### src/rtl/uart_tx_scheduler_if.sv
// Write port of the UART register block plus its frame-complete status.
// The scheduler drives the write strobe/address/data; the register block
// answers with wack and reports tx_done.
interface uart_tx_scheduler_if;
    logic [11:0] waddr;
    logic [31:0] wdata;
    logic        wr_en;
    logic        wack;
    logic        tx_done;

    modport master (output waddr, output wdata, output wr_en, input wack, input tx_done);
    modport slave  (input waddr, input wdata, input wr_en, output wack, output tx_done);
endinterface

### src/rtl/uart_tx_scheduler.sv
// Round-robin scheduler sharing one UART transmitter among NUM_REQ byte
// requesters. Each frame is a TX data write, a START write and a wait for
// the frame-complete edge; line configuration is pushed only between frames.
module uart_tx_scheduler #(
    parameter int          NUM_REQ        = 4,
    parameter logic [4:0]  CFG_DEFAULT    = 5'b00011,
    parameter logic [15:0] TIMEOUT_CYCLES = 16'd50000
) (
    input  logic                   clk,
    input  logic                   rst,
    input  logic [NUM_REQ-1:0]     req,
    input  logic [8*NUM_REQ-1:0]   req_data,
    output logic [NUM_REQ-1:0]     gnt,
    output logic [NUM_REQ-1:0]     done,
    output logic                   timeout,
    output logic                   busy,
    input  logic [4:0]             cfg_in,
    input  logic                   cfg_update,
    uart_tx_scheduler_if.master    bus
);
    localparam int PW = $clog2(NUM_REQ);

    localparam logic [11:0] ADDR_TX   = 12'h000;
    localparam logic [11:0] ADDR_CFG  = 12'h008;
    localparam logic [11:0] ADDR_CTRL = 12'h00C;

    typedef enum logic [2:0] {
        IDLE, CFG_WR, CFG_ACK, DATA_WR, DATA_ACK, START_WR, START_ACK, WAIT_DONE
    } state_t;

    state_t         state_reg, state_next;
    logic [PW-1:0]  rr_ptr_reg, rr_ptr_next;
    logic [PW-1:0]  owner_reg, owner_next;
    logic [PW-1:0]  pick, owner_succ;
    logic           pick_valid;
    logic [4:0]     cfg_shadow_reg;
    logic           cfg_pending_reg;
    logic           clear_pending, restore_pending;
    logic           tx_done_q_reg;
    logic           tx_edge, limit_hit;
    logic [15:0]    counter_reg;
    logic [11:0]    waddr_reg;
    logic [31:0]    wdata_reg;
    logic           wr_en_int;
    logic [7:0]     req_byte [NUM_REQ];

    generate
        for (genvar gi = 0; gi < NUM_REQ; gi++) begin : g_byte
            assign req_byte[gi] = req_data[8*gi +: 8];
        end
    endgenerate

    assign tx_edge    = bus.tx_done & ~tx_done_q_reg;
    assign limit_hit  = (counter_reg == TIMEOUT_CYCLES);
    assign owner_succ = (owner_reg == PW'(NUM_REQ - 1)) ? '0 : owner_reg + 1'b1;
    assign busy       = (state_reg != IDLE);
    assign bus.wr_en  = wr_en_int;
    assign bus.waddr  = waddr_reg;
    assign bus.wdata  = wdata_reg;

    // Round-robin pick: scan from rr_ptr upward, the lowest offset wins.
    always_comb begin
        int            idx;
        logic [PW-1:0] idx_p;
        pick       = '0;
        pick_valid = 1'b0;
        for (int k = NUM_REQ - 1; k >= 0; k--) begin
            idx   = (int'(rr_ptr_reg) + k) % NUM_REQ;
            idx_p = PW'(idx);
            if (req[idx_p]) begin
                pick       = idx_p;
                pick_valid = 1'b1;
            end
        end
    end

    // Next-state and per-state strobes; an abort returns to IDLE like a completion.
    always_comb begin
        state_next      = state_reg;
        owner_next      = owner_reg;
        rr_ptr_next     = rr_ptr_reg;
        gnt             = '0;
        done            = '0;
        timeout         = 1'b0;
        wr_en_int       = 1'b0;
        clear_pending   = 1'b0;
        restore_pending = 1'b0;
        case (state_reg)
            IDLE: begin
                if (cfg_pending_reg) begin
                    state_next = CFG_WR;
                end else if (pick_valid) begin
                    owner_next = pick;
                    state_next = DATA_WR;
                end
            end
            CFG_WR: begin
                wr_en_int     = 1'b1;
                clear_pending = 1'b1;
                state_next    = CFG_ACK;
            end
            CFG_ACK: begin
                if (bus.wack) begin
                    state_next = IDLE;
                end else if (limit_hit) begin
                    timeout         = 1'b1;
                    restore_pending = 1'b1;
                    state_next      = IDLE;
                end
            end
            DATA_WR: begin
                wr_en_int      = 1'b1;
                gnt[owner_reg] = 1'b1;
                state_next     = DATA_ACK;
            end
            DATA_ACK: begin
                if (bus.wack) begin
                    state_next = START_WR;
                end else if (limit_hit) begin
                    timeout     = 1'b1;
                    rr_ptr_next = owner_succ;
                    state_next  = IDLE;
                end
            end
            START_WR: begin
                wr_en_int  = 1'b1;
                state_next = START_ACK;
            end
            START_ACK: begin
                if (bus.wack) begin
                    state_next = WAIT_DONE;
                end else if (limit_hit) begin
                    timeout     = 1'b1;
                    rr_ptr_next = owner_succ;
                    state_next  = IDLE;
                end
            end
            WAIT_DONE: begin
                if (tx_edge) begin
                    done[owner_reg] = 1'b1;
                    rr_ptr_next     = owner_succ;
                    state_next      = IDLE;
                end else if (limit_hit) begin
                    timeout     = 1'b1;
                    rr_ptr_next = owner_succ;
                    state_next  = IDLE;
                end
            end
            default: state_next = IDLE;
        endcase
    end

    // State, arbitration pointer, owner, edge detector and wait counter.
    always_ff @(posedge clk) begin
        if (rst) begin
            state_reg     <= IDLE;
            rr_ptr_reg    <= '0;
            owner_reg     <= '0;
            tx_done_q_reg <= 1'b0;
            counter_reg   <= '0;
        end else begin
            state_reg     <= state_next;
            rr_ptr_reg    <= rr_ptr_next;
            owner_reg     <= owner_next;
            tx_done_q_reg <= bus.tx_done;
            if (state_next != state_reg) begin
                counter_reg <= '0;
            end else if (state_reg == CFG_ACK || state_reg == DATA_ACK ||
                         state_reg == START_ACK || state_reg == WAIT_DONE) begin
                counter_reg <= counter_reg + 16'd1;
            end
        end
    end

    // Configuration shadow; an update landing on the CFG write keeps it pending.
    always_ff @(posedge clk) begin
        if (rst) begin
            cfg_shadow_reg  <= CFG_DEFAULT;
            cfg_pending_reg <= 1'b1;
        end else if (cfg_update) begin
            cfg_shadow_reg  <= cfg_in;
            cfg_pending_reg <= 1'b1;
        end else if (clear_pending) begin
            cfg_pending_reg <= 1'b0;
        end else if (restore_pending) begin
            cfg_pending_reg <= 1'b1;
        end
    end

    // Address/data are loaded on entry to a write state and held afterwards.
    always_ff @(posedge clk) begin
        if (rst) begin
            waddr_reg <= '0;
            wdata_reg <= '0;
        end else begin
            case (state_next)
                CFG_WR: begin
                    waddr_reg <= ADDR_CFG;
                    wdata_reg <= {27'b0, (cfg_update ? cfg_in : cfg_shadow_reg)};
                end
                DATA_WR: begin
                    waddr_reg <= ADDR_TX;
                    wdata_reg <= {24'b0, req_byte[pick]};
                end
                START_WR: begin
                    waddr_reg <= ADDR_CTRL;
                    wdata_reg <= 32'h1;
                end
                default: ;
            endcase
        end
    end
endmodule
### src/flat_wrapper.sv
// flat-port wrapper written by rule: the top's interface ports become plain ports
module uart_tx_scheduler_flat 
#(
    parameter int          NUM_REQ        = 4,
    parameter logic [4:0]  CFG_DEFAULT    = 5'b00011,
    parameter logic [15:0] TIMEOUT_CYCLES = 16'd50000
)
  (clk, rst, req, req_data, gnt, done, timeout, busy, cfg_in, cfg_update, bus_waddr, bus_wdata, bus_wr_en, bus_wack, bus_tx_done);
  uart_tx_scheduler_if bus_i ();
  input  logic clk;
  input  logic rst;
  input  logic [NUM_REQ-1:0] req;
  input  logic [8*NUM_REQ-1:0] req_data;
  output logic [NUM_REQ-1:0] gnt;
  output logic [NUM_REQ-1:0] done;
  output logic timeout;
  output logic busy;
  input  logic [4:0] cfg_in;
  input  logic cfg_update;
  output wire logic [$bits(bus_i.waddr)-1:0] bus_waddr;
  output wire logic [$bits(bus_i.wdata)-1:0] bus_wdata;
  output wire logic [$bits(bus_i.wr_en)-1:0] bus_wr_en;
  input wire logic [$bits(bus_i.wack)-1:0] bus_wack;
  input wire logic [$bits(bus_i.tx_done)-1:0] bus_tx_done;
  assign bus_waddr = bus_i.waddr;
  assign bus_wdata = bus_i.wdata;
  assign bus_wr_en = bus_i.wr_en;
  assign bus_i.wack = bus_wack;
  assign bus_i.tx_done = bus_tx_done;
  uart_tx_scheduler #(.NUM_REQ(NUM_REQ), .CFG_DEFAULT(CFG_DEFAULT), .TIMEOUT_CYCLES(TIMEOUT_CYCLES)) u_core (.clk(clk), .rst(rst), .req(req), .req_data(req_data), .gnt(gnt), .done(done), .timeout(timeout), .busy(busy), .cfg_in(cfg_in), .cfg_update(cfg_update), .bus(bus_i));
endmodule
### config.mk
export PLATFORM = sky130hd
export DESIGN_NAME = uart_tx_scheduler_flat
export DESIGN_NICKNAME = d
export VERILOG_FILES = /design/src/rtl/uart_tx_scheduler_if.sv /design/src/rtl/uart_tx_scheduler.sv /design/src/flat_wrapper.sv
export SDC_FILE = /design/constraint.sdc
export NUM_CORES = 1
export LEC_CHECK = 0
export BUFFER_PORTS_ARGS = -buffer_cell sky130_fd_sc_hd__buf_2
export CORE_ASPECT_RATIO = 0.75
export CORE_MARGIN = 4
export CORE_UTILIZATION = 25
export DETAILED_ROUTE_END_ITERATION = 8
export HOLD_SLACK_MARGIN = 0.1
export PLACE_DENSITY = 0.49
export SYNTH_ARGS = -nofsm -noshare
export SYNTH_HDL_FRONTEND = slang
export SYNTH_SLANG_ARGS = --single-unit
### constraint.sdc
create_clock -name clk -period 2 [get_ports clk]
set_input_delay 0.1 -clock clk [delete_from_list [all_inputs] [get_ports clk]]
set_output_delay 0.1 -clock clk [all_outputs]
set_load 0.01 [all_outputs]
Word-level counts from Yosys, hierarchy flattened:

Index checks and enable logic that the tools add are counted.

* multiplexer cells: 49
* equal/unequal tests: 14
* add/subtract/negate cells: 5
* bitwise operators: 4
* reduce and logical (&&, ||, !) cells: 16
* $lt $le $gt $ge: 7

Operator list (number)
* $pmux 32 s3: 1
* $pmux 12 s3: 1
* $pmux 3 s8: 1
* $mux 3: 7
* $mux 1: 17
* $add 16x1->16 const B: 1
* $bmux 8 s2: 1
* $eq 16x16->1 const B: 1
* $mux 2: 8
* $mux 8: 2
* $eq 3x3->1 const B: 5
* $lt 2x3->1 const B: 5
* $mux 4: 3
* $eq 3x2->1 const B: 3
* $bmux 1 s2: 4
* $eq 3x1->1 const B: 2
* $reduce_bool 3->1: 2
* $reduce_or 2->1: 3
* $reduce_or 3->1: 2
* $mux 5: 1
* $add 2x1->2 const B: 2
* $add 2x2->2 const B: 2
* $pmux 2 s2: 1
* $reduce_bool 2->1: 2
* other kinds (15): 18

* output and inout port bits: 55
* bits of input ports: 46
* flip-flop bits (word level): 74

Longest topological paths before layout:

* depth in word-level cells: 12
* gate-level depth with buffers: 9

Least setup slack after synthesis:

Ideal clock, no wire load.

* path type: register -> register
* start point: reg u_core.rr_ptr_reg[0]
* end point: reg u_core.wdata_reg[2], in the netlist u_core.bus.wdata[2]
* setup time: 0.120 ns
* stages on the path, launching flop included: 9
* data required time: 1.880 ns
* path slack: -0.019 ns
* arrival time: 1.900 ns
* path through: dfxtp_1 -> and2b_1 -> or4_4 -> buf_6 -> buf_8 -> and3_4 -> a211oi_2 -> a211oi_1 -> o31a_1

* cells in the longest elaborated chain, start to end: 12
* elaborated cells between the ends (all ways): 31

RTL lines
* start, declared: line uart_tx_scheduler.sv:32 `logic [PW-1:0] rr_ptr_reg, rr_ptr_next;`
* start signal, assigned: line uart_tx_scheduler.sv:163 `rr_ptr_reg <= rr_ptr_next;`
* $add 2x2->2: line uart_tx_scheduler.sv:68 `idx = (int'(rr_ptr_reg) + k) % NUM_REQ;`
* $bmux 1 s2: line uart_tx_scheduler.sv:70 `if (req[idx_p]) begin`
* $mux 1 (implied by the code): line uart_tx_scheduler.sv:70
* $mux 1 or $mux 2 (tied branches) (4 in series): line uart_tx_scheduler.sv:70
* $mux 3 or $not 2->3 (tied branches): line uart_tx_scheduler.sv:92, uart_tx_scheduler.sv:203
* $mux 3 or $bmux 8 s2 (tied branches): line uart_tx_scheduler.sv:90, uart_tx_scheduler.sv:203
* $pmux 3 s8 or $mux 8 (tied branches): line uart_tx_scheduler.sv:88, uart_tx_scheduler.sv:203
* $eq 3x3->1 (tied with other cells): line uart_tx_scheduler.sv:196 `case (state_next)`
* $pmux 32 s3 or $reduce_bool 3->1 (tied branches)
* end signal, assigned: line uart_tx_scheduler.sv:199 `wdata_reg <= {27'b0, (cfg_update ? cfg_in : cfg_shadow_reg)};`
* end signal, assigned: line uart_tx_scheduler.sv:203 `wdata_reg <= {24'b0, req_byte[pick]};`
* end, declared: line uart_tx_scheduler.sv:43 `logic [31:0] wdata_reg;`

Several ways; a longest one is shown, not always the timed one. The select of a mux whose other input is x is not followed.
A chain may end at the register's enable or synchronous reset.

Final worst setup path:

* start point: reg u_core.rr_ptr_reg[0]
* end point: reg u_core.wdata_reg[0], in the netlist u_core.bus.wdata[0]

Same word-level chain as after synthesis.

==> reports/metrics.cfg <==
[timing]
slew_violations = 0
min_period_over_period = 0.975
tightest_slew_ps = 529
fin_skew_ps = 6.84
setup_viol = 0
max_freq_mhz = 513
hold_viol = 0
rsz0062_at_grt = yes
slew_headroom = 0.642
min_period_ps = 1950

[floorplanning]
dieWidth_um = 127
coreArea_um2 = 10400
ios = 101
start_util = 0.258
rows = 32
die_area_um2 = 12400
die_height_um = 97.5

[cts]
cts_buffers = 5
cts-root-buf = clkbuf_16
cts_tree = done
cts.sinks = 40
htree_levels = 2
clk_path_buf_depth = 2
clk_latency_ps = 280
clk_pin_slew_ps = 60

[place]
dp_hpwl_um = 5900
gp_congestion = 0.805
portBuffers = 66

[finish]
nets = 475
largest_reg_flops = 16
drive_above_1_share = 0.314
antenna_cells = 0
syn_to_final_growth_pct = 29.8
fillers = 1114
final_util = 0.334

[drt]
dr.pass1.iters = 4
drc = 0
vias_per_cell = 4.42
wl_um = 7300
num_vias = 2476
drt_iter0_markers = 148
wl_per_cell_um = 13.0
ant_nets = 0

[setup_path]
critical_path.endpoint_type = flip-flop
start_kind = flip-flop
path_max_fanout = 7
crit_type = reg2reg
critPathRequiredTime_ps = 2220
arrival_ps = 2170
ff2ff_setup_slack_ps = 50

[pwr]
total_power_mw = 2.96
power_density_nw_per_um2 = 853
p_leak_nw = 1.49
peakVddDrop_mv = 0.371

[synthesis]
ys.flop_type = dfxtp_1
yosys_warnings = 0
syn_area_um2 = 2670
synth.distinct_cells = 60
synth-seq-cells = 40
synthArstFlopShare = 0
synth_edf_count = 0
yosysSeqAreaShare = 0.300
netlist_instances = 325
avgSynthCellArea_um2 = 8.22

[status]
status = complete, no violations

[global_route]
antenna_found_initial = 0
grt_pass1_wl_um = 11800
first_global_vias = 2381
grt_util_all_layers = 0.115
grt_max_degree = 14
overflow = 0

[job]
max_cap_violations = 0

[min_path]
hold_class = in2reg

[cell usage in the layout, fill, tap and decap left out, types with 3 or more instances in the layout]
cell	count
nand3_1	22
a211oi_2	4
a21oi_1	11
nor2b_1	7
conb_1	34
ha_1	6
o31a_1	3
nor3_1	6
nand2_1	13
and3_1	8
dfxtp_1	38
dlygate4sd3_1	6
inv_1	10
and2_1	5
mux2i_1	10
xnor2_1	6
a32oi_1	4
buf_4	32
buf_2	66
a31oi_1	4
nor2_1	42
or3_1	3
clkbuf_16	5
xor2_1	9
a211oi_1	6
o21ai_0	14
[cells in the mapped netlist, types with 6 or more instances]
| cell | instances | share of area |
|---|---|---|
| nand3_1 | 22 | 0.041 |
| a21oi_1 | 12 | 0.022 |
| nand2_1 | 13 | 0.018 |
| inv_1 | 10 | 0.014 |
| mux2i_1 | 10 | 0.037 |
| nor2b_1 | 7 | 0.016 |
| clkbuf_1 | 7 | 0.0098 |
| xnor2_1 | 6 | 0.020 |
| ha_1 | 6 | 0.028 |
| a211oi_1 | 8 | 0.022 |
| xor2_1 | 9 | 0.030 |
| o21ai_0 | 16 | 0.030 |
| nor3_1 | 6 | 0.011 |
| buf_4 | 34 | 0.096 |
| nor2_1 | 43 | 0.060 |
| dfxtp_1 | 40 | 0.30 |
| and3_1 | 8 | 0.019 |
[where the power goes]
part / switching, mW / internal, mW / total, mW
clock: 0.321 / 0.496 / 0.817
combinational: 0.650 / 0.524 / 1.17
sequential: 0.0692 / 0.899 / 0.968
[through the flow]
| stage | setup TNS [ps] | hold WS, ps | std cells | setup WS [ps] | instance area [µm²] |
|---|---|---|---|---|---|
| floorplan | 0 | 223 | 358 | 46.4 | 2800 |
| global placement | 0 | 341 | 546 | 42.4 | 3210 |
| detailed placement | 0 | 338 | 546 | 49.5 | 3210 |
| CTS | 0 | 163 | 560 | 44.6 | 3430 |
| global route | -6.78 | 172 | 560 | -4.03 | 3470 |
| finish | 0 | 161 | 560 | 49.0 | 3470 |
[final timing paths]
check                            start  cells past startpoint                        to
setup / recovery  u_core.rr_ptr_reg[0]                      6       u_core.bus.wdata[0]
setup reg to reg  u_core.rr_ptr_reg[0]                      6       u_core.bus.wdata[0]
hold reg to reg   u_core.rr_ptr_reg[0]                      2      u_core.rr_ptr_reg[0]
hold / removal                     rst                      2  u_core.cfg_shadow_reg[3]
[layer usage]
metal  track usage  share of wire  vias to the layer above
met5             0              0                        -
met4        0.0379          0.011                        0
met3        0.0192          0.032                        4
met2         0.161           0.42                       48
met1         0.176           0.54                     1139
li1              -              -                     1285
[cells by family (layout without fill, tap and decap cells)]
family,count (synthesis),after routing,share of synthesized area
AOI/OAI and AO/OA,63,63,0.168
xor gates and xnor gates,15,15,0.0492
adders and majority gates,6,6,0.0281
buffers and inverters,57,123,0.139
DFF,40,40,0.300
muxes,10,10,0.0375
other,1,34,0.00140
and+or+nand+nor,133,133,0.278
[critical path, stage by stage (launching register included)]
cell and delay [ps]:
dfxtp_2 330, and2b_1 190, or4_4 560, nand2_8 130, a2111oi_2 70, or4_1 470
a21oi_1 140
[layout make-up]
class | instances | area (µm²) | area share
timing repair buffer | 105 | 642 | 0.185
multi-input combinational | 261 | 1660 | 0.479
clock buffer | 6 | 139 | 0.0400
clock inverter | 2 | 15.0 | 0.00433
inverter | 10 | 37.5 | 0.0108
sequential | 40 | 803 | 0.232
tap | 136 | 170 | 0.0491
[what timing repair did]
item                       in CTS  in global routing
hold endpoints to repair        6                  0
setup endpoints to repair       0                 21
resized for setup               0                 14
hold buffers                    6                  0
setup buffers                   0                  0
Note: power is estimated with default switching activity, not from simulation.
